`config.mk`:
```
export PLATFORM = sky130hd
export DESIGN_NAME = shape_processor_sched
export DESIGN_NICKNAME = d
export VERILOG_FILES = /design/src/rtl/shape_processor_modeling.sv /design/src/rtl/shape_processor_sched_pkg.sv /design/src/rtl/shape_processor_sched_rr_arbiter.sv /design/src/rtl/shape_processor_sched.sv
export SDC_FILE = /design/constraint.sdc
export NUM_CORES = 1
export LEC_CHECK = 0
export ABC_AREA = 1
export BUFFER_PORTS_ARGS = -buffer_cell sky130_fd_sc_hd__buf_2
export CAP_MARGIN = 15
export CORE_MARGIN = 5
export CORE_UTILIZATION = 30
export CTS_CLUSTER_SIZE = 10
export DETAILED_ROUTE_END_ITERATION = 12
export GPL_TIMING_DRIVEN = 0
export PLACE_DENSITY_LB_ADDON = 0.2
export SYNTH_ARGS = -nofsm -noshare
export SYNTH_HDL_FRONTEND = slang
export SYNTH_SLANG_ARGS = --single-unit
```
`constraint.sdc`:
```
create_clock -name clk -period 2.4 [get_ports clk]
set_input_delay 0.24 -clock clk [delete_from_list [all_inputs] [get_ports clk]]
set_output_delay 0.24 -clock clk [all_outputs]
set_load 0.02 [all_outputs]
```
`src/rtl/shape_processor_modeling.sv`:
```
// Shape processor modeling package.
// Holds the CTRL SFR layout (ctrl_sfr_reg) and the legality helpers used to
// pre-screen commands before they reach the processor.
//   ctrl_sfr_reg : {rsvd[31:16], param[15:8], operation[7:4], shape[3:0]}
//   is_legal_shape / is_legal_operation / is_legal_combination
package shape_processor_modeling;

  typedef struct packed {
    logic [15:0] rsvd;
    logic [7:0]  param;
    logic [3:0]  operation;
    logic [3:0]  shape;
  } ctrl_sfr_reg;

  localparam logic [3:0] SHAPE_CIRCLE   = 4'd0;
  localparam logic [3:0] SHAPE_SQUARE   = 4'd1;
  localparam logic [3:0] SHAPE_TRIANGLE = 4'd2;
  localparam logic [3:0] SHAPE_HEXAGON  = 4'd3;

  localparam logic [3:0] OP_AREA   = 4'd0;
  localparam logic [3:0] OP_PERIM  = 4'd1;
  localparam logic [3:0] OP_SCALE  = 4'd2;
  localparam logic [3:0] OP_ROTATE = 4'd3;

  function automatic logic is_legal_shape(input logic [3:0] shape);
    return shape <= SHAPE_HEXAGON;
  endfunction

  function automatic logic is_legal_operation(input logic [3:0] operation);
    return operation <= OP_ROTATE;
  endfunction

  // Rotating a circle is meaningless; the processor rejects it.
  function automatic logic is_legal_combination(input logic [3:0] shape,
                                                input logic [3:0] operation);
    return !((shape == SHAPE_CIRCLE) && (operation == OP_ROTATE));
  endfunction

endpackage

```
`src/rtl/shape_processor_sched_pkg.sv`:
```
// Scheduler package: FSM state encoding, response record and the
// accept-to-response latency constants.
package shape_processor_sched_pkg;

  typedef enum logic [2:0] {
    IDLE     = 3'd0,
    CHECK    = 3'd1,
    WRITE    = 3'd2,
    WAIT_ERR = 3'd3,
    READ     = 3'd4,
    CAPTURE  = 3'd5,
    RESP     = 3'd6
  } sched_state_e;

  typedef struct packed {
    logic [31:0] data;
    logic        err;
  } sched_rsp_t;

  localparam int LEGAL_LAT   = 5;
  localparam int ILLEGAL_LAT = 2;

endpackage

```
`src/rtl/shape_processor_sched_rr_arbiter.sv`:
```
// Combinational round-robin arbiter.
// Grants the first asserted request at or after ptr, wrapping modulo NUM_REQ.
//   req    : request vector
//   ptr    : search start index (register lives in the parent)
//   gnt    : one-hot grant (all zero if no request)
//   gnt_id : index of the granted requester
module rr_arbiter #(
  parameter int NUM_REQ = 4,
  parameter int ID_W    = $clog2(NUM_REQ)
) (
  input  logic [NUM_REQ-1:0] req,
  input  logic [ID_W-1:0]    ptr,
  output logic [NUM_REQ-1:0] gnt,
  output logic [ID_W-1:0]    gnt_id
);

  // One extra bit so ptr + offset never overflows before the wrap.
  localparam logic [ID_W:0] NR = (ID_W+1)'(NUM_REQ);

  logic [ID_W:0]   sum;
  logic [ID_W-1:0] idx;
  logic            found;

  always_comb begin
    gnt    = '0;
    gnt_id = '0;
    found  = 1'b0;
    sum    = '0;
    idx    = '0;
    for (int k = 0; k < NUM_REQ; k++) begin
      sum = {1'b0, ptr} + (ID_W+1)'(k);
      if (sum >= NR) sum = sum - NR;
      idx = sum[ID_W-1:0];
      if (!found && req[idx]) begin
        found       = 1'b1;
        gnt[idx]    = 1'b1;
        gnt_id      = idx;
      end
    end
  end

endmodule

```
`src/rtl/shape_processor_sched.sv`:
```
// Round-robin scheduler sharing one shape_processor SFR port among NUM_REQ
// requesters. One command in flight: accept, legality pre-check, write,
// error sample, read back, respond.
//   req_valid/req_data/req_ready : requester side (req_ready one-hot pulse)
//   rsp_valid/rsp_id/rsp_data/rsp_error/rsp_ready : response side
//   sp_write/sp_write_data/sp_read/sp_read_data/sp_error : processor port
module shape_processor_sched
  import shape_processor_modeling::*;
  import shape_processor_sched_pkg::*;
#(
  parameter int NUM_REQ = 4,
  parameter int ID_W    = $clog2(NUM_REQ)
) (
  input  logic                      clk,
  input  logic                      rst_n,
  input  logic [NUM_REQ-1:0]        req_valid,
  input  logic [NUM_REQ-1:0][31:0]  req_data,
  output logic [NUM_REQ-1:0]        req_ready,
  output logic                      rsp_valid,
  output logic [ID_W-1:0]           rsp_id,
  output logic [31:0]               rsp_data,
  output logic                      rsp_error,
  input  logic                      rsp_ready,
  output logic                      sp_write,
  output logic [31:0]               sp_write_data,
  output logic                      sp_read,
  input  logic [31:0]               sp_read_data,
  input  logic                      sp_error
);

  sched_state_e        state;
  logic [ID_W-1:0]     rr_ptr;
  logic [ID_W-1:0]     id_q;
  logic [ID_W-1:0]     gnt_id;
  logic [ID_W-1:0]     rr_next;
  logic [NUM_REQ-1:0]  gnt;
  ctrl_sfr_reg         word_q;
  sched_rsp_t          rsp_q;
  logic                legal;

  rr_arbiter #(.NUM_REQ(NUM_REQ), .ID_W(ID_W)) u_arb (
    .req    (req_valid),
    .ptr    (rr_ptr),
    .gnt    (gnt),
    .gnt_id (gnt_id)
  );

  assign legal = is_legal_shape(word_q.shape)
              && is_legal_operation(word_q.operation)
              && is_legal_combination(word_q.shape, word_q.operation);

  assign rr_next = (id_q == ID_W'(NUM_REQ-1)) ? '0 : id_q + 1'b1;

  // Accept is a combinational pulse in IDLE; gated by rst_n so nothing is
  // offered to requesters while reset is held.
  assign req_ready = (state == IDLE && rst_n) ? gnt : '0;

  assign sp_write      = (state == WRITE);
  assign sp_write_data = sp_write ? word_q : '0;
  assign sp_read       = (state == READ);

  // Read data is forwarded straight out in CAPTURE so the legal path shows
  // the response one cycle after the read strobe; RESP then holds the
  // registered copy while the consumer stalls.
  assign rsp_valid = (state == CAPTURE) || (state == RESP);
  assign rsp_id    = rsp_valid ? id_q : '0;
  assign rsp_data  = (state == CAPTURE) ? sp_read_data :
                     (state == RESP)    ? rsp_q.data   : '0;
  assign rsp_error = (state == RESP) ? rsp_q.err : 1'b0;

  always_ff @(posedge clk or negedge rst_n) begin
    if (!rst_n) begin
      state  <= IDLE;
      rr_ptr <= '0;
      id_q   <= '0;
      word_q <= '0;
      rsp_q  <= '0;
    end else begin
      case (state)
        IDLE: begin
          if (|req_valid) begin
            word_q <= req_data[gnt_id];
            id_q   <= gnt_id;
            state  <= CHECK;
          end
        end
        CHECK: begin
          if (legal) begin
            state <= WRITE;
          end else begin
            rsp_q <= '{data: 32'd0, err: 1'b1};
            state <= RESP;
          end
        end
        WRITE: state <= WAIT_ERR;
        WAIT_ERR: begin
          if (sp_error) begin
            rsp_q <= '{data: 32'd0, err: 1'b1};
            state <= RESP;
          end else begin
            state <= READ;
          end
        end
        READ: state <= CAPTURE;
        CAPTURE: begin
          rsp_q <= '{data: sp_read_data, err: 1'b0};
          if (rsp_ready) begin
            rr_ptr <= rr_next;
            state  <= IDLE;
          end else begin
            state  <= RESP;
          end
        end
        RESP: begin
          if (rsp_ready) begin
            rr_ptr <= rr_next;
            state  <= IDLE;
          end
        end
        default: state <= IDLE;
      endcase
    end
  end

endmodule

```
Yosys cells after proc, flatten, opt, wreduce, memory -nomap -nowiden
Cells that the tools add are included.

Bits in registers: 72. Input port bits: 168. Output and inout port bits: 74. Logic and storage cells: 121.

$add $sub $neg: 8. $lt $le $gt $ge: 15. Equality and inequality tests: 12. Mux-type cells: 49. Bitwise operators: 3. Reduce and logical (&&, ||, !) cells: 25.

Operators by type and width (number): 2-to-1 mux 32 bit (4); case mux 33 bit (3 select lines) (1); 2-to-1 mux 33 bit (2); binary-select mux 32 bit (select 2 bit) (1); 2-to-1 mux 2 bit (11); case mux 3 bit (7 select lines) (1); 2-to-1 mux 4 bit (5); < comparator 2 x 3 -> 1 bit, second input constant (5); 2-to-1 mux 1 bit (12); 2-to-1 mux 3 bit (4); bitwise OR 4 bit (3); logical AND 1 bit (11); equality test 3 bit, second input constant (3); greater-or-equal comparator 3 bit, second input constant (3); binary-select mux 1 bit (select 2 bit) (4); demux 1 bit (select 2 bit) (4); greater-or-equal comparator 2 x 1 -> 1 bit, second input constant (4); <= comparator 4 x 2 -> 1 bit, second input constant (2); subtractor 2 x 1 -> 2 bit, second input constant (4); adder 2 x 2 -> 3 bit, second input constant (2); equality test 3 x 2 -> 1 bit, second input constant (2); != test 2 bit, second input constant (3); AND reduction 2 bit (3); equality test 4 x 2 -> 1 bit, second input constant (1); other kinds (14) (17).

Depth between registers and ports, before layout
Word-level depth: 16. Depth in mapped cells: 17. Mapped depth without buffers: 15.

By module
Synthesis repeated with hierarchy kept, for this count alone.

Cell total of the unflattened synthesis: 791. Area, all modules: 4902.2 um^2.

Modules (own cells, without submodules): shape_processor_sched (instances 1, cells an instance 718, area each 4463.0 um^2, sequential area each 1801.7 um^2); rr_arbiter (instances 1, cells an instance 73, area each 439.2 um^2, sequential area each 0.0 um^2).

Worst setup path after synthesis
OpenSTA, ideal clock, no wires.

Path kind: reg2reg. Start: reg rr_ptr[1]. End: reg word_q[12] (netlist bit). Library setup time: 124 ps. Arrival time: 2095 ps. Required time: 2276 ps. Slack: 181 ps. Cell stages (with the launch flop): 16. Path buffers: 2. Period minus slack after synthesis: 2219 ps. Cells stage by stage: dfrtp_1 -> inv_1 -> ha_1 -> inv_1 -> nand3_1 -> nand2_1 -> nor2_2 -> nor2_1 -> nand2_4 -> nand2_4 -> buf_6 -> buf_4 -> nand2_1 -> nand2_1 -> nand2_1 -> nand3_1.

Cells in the longest elaborated chain, start to end: 16. Elaborated cells between the ends (all ways): 38. Classes of those cells: add/sub: 7; order compare: 4; mux: 21; reduce/logical: 6.

RTL lines: from (decl) (line shape_processor_sched.sv:32) `logic [ID_W-1:0] rr_ptr;`; from (signal assigned) (line shape_processor_sched.sv:108) `rr_ptr <= rr_next;`; from (signal assigned) (line shape_processor_sched.sv:116) `rr_ptr <= rr_next;`; parallel branches: the longest is 13 deep, another holds adder 2 x 1 -> 3 bit; 2-to-1 mux 2 bit * (line shape_processor_sched_rr_arbiter.sv:34) `if (!found && req[idx]) begin`; binary-select mux 32 bit (select 2 bit) * (line shape_processor_sched.sv:82) `word_q <= req_data[gnt_id];`; 2-to-1 mux 32 bit (implied by the code) * (line shape_processor_sched.sv:82); to (signal assigned) (line shape_processor_sched.sv:82); to (decl) (line shape_processor_sched.sv:37) `ctrl_sfr_reg word_q;`.

Every way passes the cells marked *. The select of a mux whose other input is x is not followed. A chain may end at the register's enable or synchronous reset.

Worst setup path in the final report
Start: reg rr_ptr[0]. End: out req_ready[0].

Cells in the longest elaborated chain, start to end: 15. Elaborated cells between the ends (all ways): 60. Classes of those cells: add/sub: 7; order compare: 12; mux: 28; bitwise: 3; reduce/logical: 10.

RTL lines: parallel branches: the longest is 13 deep, another holds adder 2 x 1 -> 3 bit; 2-to-1 mux 4 bit * (line shape_processor_sched_rr_arbiter.sv:34); 2-to-1 mux 4 bit * (line shape_processor_sched.sv:56) `assign req_ready = (state == IDLE && rst_n) ? gnt : '0;`; to (decl) (line shape_processor_sched.sv:18) `output logic [NUM_REQ-1:0] req_ready,`.

Marks and branches as above.

==> impl_metrics.json <==
{
  "io_pins": 242,
  "min_path_type": "input port to flop",
  "final_cell_mix": "buf_2, nand2_1, inv_1",
  "mostFrequentLayoutCell": "buf_2",
  "min_path_cells": 3,
  "crit_chain": "buf_6 > buf_6 > nand2_1 > nand3_4 > nand2_8 > nor2_4 > buf_4 > nand3_1 > nand2_1 > o21ai_1 > inv_1 > buf_2",
  "timing_hold_violations_final": 0,
  "routabilityCongestion": 0.871,
  "clk_pin_slew_worst_paths_ps": 60,
  "synth.distinct_cells": 32,
  "synth_edf_count": 0,
  "drive_gt1_share_pct": 28.8,
  "yosysTopAreaCell": "dfrtp_1",
  "critical_path.max_stage_delay_ps": 440,
  "cts_made_buffers": 9,
  "drv_slew": 0,
  "clkLatencyLatePin_ps": 340,
  "hold_end": "rsp_q[32]",
  "critical_path.top_delay_family": "buffers and inverters",
  "synth_nets": 1043,
  "cts_tree": "yes",
  "synth_cells": 867,
  "multi_input_area_um2": 2620,
  "place_area_um2": 6880,
  "relSlewSlack_pct": 62.2,
  "clock_path_buffers": 2,
  "r2r-start": "rr_ptr[0]",
  "power.leakage_nw": 4.56,
  "place_inst": 1334,
  "ys_ff_latch": 72,
  "synthesis.area_um2": 5360,
  "crit_required_ps": 2160,
  "coreArea_um2": 17400,
  "ys_seq_area_share_pct": 33.6,
  "register_area_um2": 1800,
  "antenna_found_initial": 2,
  "drv_cap": 0,
  "drtAntennaViolNets": 0,
  "critPathBufInv": 5,
  "synth_top_area_share_pct": 33.6,
  "layout.cells.non_filler": 1360,
  "die-area_um2": 20600,
  "skew_ps": 8.89,
  "status": "completed",
  "syn_avg_cell_area_um2": 6.18,
  "setup_viol": 0,
  "powerDensity_nw_per_um2": 1420,
  "ys_async_sr_fraction_pct": 100,
  "synth_area_leaders": "dfrtp_1, nand2_1, inv_1, nand3_1, o22ai_1",
  "drc": 0,
  "grt.total_usage_pct": 17.7,
  "firstDrtPassIters": 5,
  "fin_area_um2": 7430,
  "finalSetupTns_ps": 0,
  "grt.overflow.total": 0,
  "num-fill-cells": 1938,
  "hpwl_um": 14800,
  "drt_iter0_markers": 309,
  "die_w_um": 144,
  "initial_core_util_pct": 30.8,
  "crit_fanout": 10,
  "drt-vias-per-instance": 4.48,
  "worstPathArrival_ps": 2050,
  "htree_levels": 3,
  "worst_hold_slack_ps": 147,
  "syn_to_final_growth_pct": 38.6,
  "grt_max_degree": 45,
  "reg2reg_to": "word_q[18]",
  "layout.nets": 1304,
  "die_y_um": 144,
  "first_global_vias": 5897,
  "ys_warn_count": 0,
  "rr_worst_depth": 16,
  "grt_pass1_wl_um": 29100,
  "tightest_slew_ps": 567,
  "numPortBuffers": 241,
  "min_from": "sp_read_data[31]",
  "period_needed_ps": 2290,
  "period_share_pct": 95.6,
  "rrSetupSlack_ps": 180,
  "via_count": 6094,
  "cp-end-kind": "output port",
  "slowest_stage": "dfrtp_2",
  "synth_flop_cell": "dfrtp_1",
  "drt-total-wl_um": 18900,
  "path_class": "flop to output port",
  "wire_per_inst_um": 13.9,
  "max_freq_mhz": 436,
  "cp-start-kind": "flop",
  "rows": 48,
  "cts_root_buf": "clkbuf_16",
  "peakVddDrop_mv": 0.578,
  "clock-sinks": 72,
  "crit_start": "rr_ptr[0]"
}
==> per-stage QoR <==
stage / utilization (%) / setup WS [ps] / power, W
CTS: 41.7 / 1.37 / 0.0102
global route: 42.7 / -14.3 / 0.0116
global placement: 39.3 / -424 / 0.00873
detailed placement: 39.5 / -439 / 0.00877
finish: 42.7 / 106 / 0.0105
floorplan: - / 181 / 0.00679
==> cells in the mapped netlist (all sizes together), types with 3 or more instances <==
library cell / number
nor2: 57
or2: 11
buf: 27
a22oi: 3
o21ai: 5
clkbuf: 17
dfrtp: 72
a21oi: 4
o22ai: 62
ha: 8
nand3: 125
inv: 224
nand2: 240
==> sequential cells by signal, indices dropped and copies added (netlist names) <==
signal / flops
rsp_q: 33
word_q: 32
state: 3
id_q: 2
rr_ptr: 2
==> cells by family after synthesis <==
group                    share of synthesized area (%)
AO/OA/AOI/OAI                                     9.57
adder cells (fa/ha/maj)                           1.87
buffers and inverters                             19.9
flip-flops                                        33.6
AND/OR/NAND/NOR                                   35.1
==> layout make-up <==
| type | instances | share of cell area, % |
|---|---|---|
| well taps | 225 | 3.79 |
| clock buffers | 9 | 3.03 |
| diodes | 2 | 0.0674 |
| flip-flops and latches | 72 | 24.3 |
| inverters | 225 | 11.5 |
| clock inverters | 7 | 0.825 |
| multi-input cells | 526 | 35.2 |
| plain buffers | 44 | 3.45 |
| repair buffers | 250 | 17.8 |
==> worst min-delay path, stage by stage <==
cell     delay [ps]
buf_2            80
nand2_1          50
o21ai_0          80
==> worst max path at each step <==
stage / to / slack (ps) / depth (start not counted)
finish: req_ready[0] / 110 / 12
global route: req_ready[0] / -10 / 12
CTS: word_q[9] / 1 / 16
detailed placement: word_q[4] / -440 / 13
global placement: word_q[4] / -420 / 13
floorplan: word_q[12] / 180 / 15
==> layer usage <==
layer	global-route usage (%)	share of wire, %	vias up
met5	0	0	-
met1	23.5	44	2693
met4	5.15	1.7	0
met2	29.3	48	199
li1	-	-	3179
met3	3.49	6.5	23
==> timing repair <==
item	4_1_cts	5_1_grt
pin swaps	1	7
hold buffers	2	0
endpoints found under the setup margin	38	40
setup buffers	4	2
resized for setup	10	45
hold endpoints to repair	29	0
==> report_power, final <==
part           internal, W  switching, W  leakage (nW)  total, W
sequential         0.00181      0.000263         0.911   0.00207
clock             0.000721      0.000580         0.135   0.00130
combinational      0.00250       0.00467          3.51   0.00717
total              0.00503       0.00551          4.56    0.0105
No activity file was read; power rests on OpenSTA's default activity.
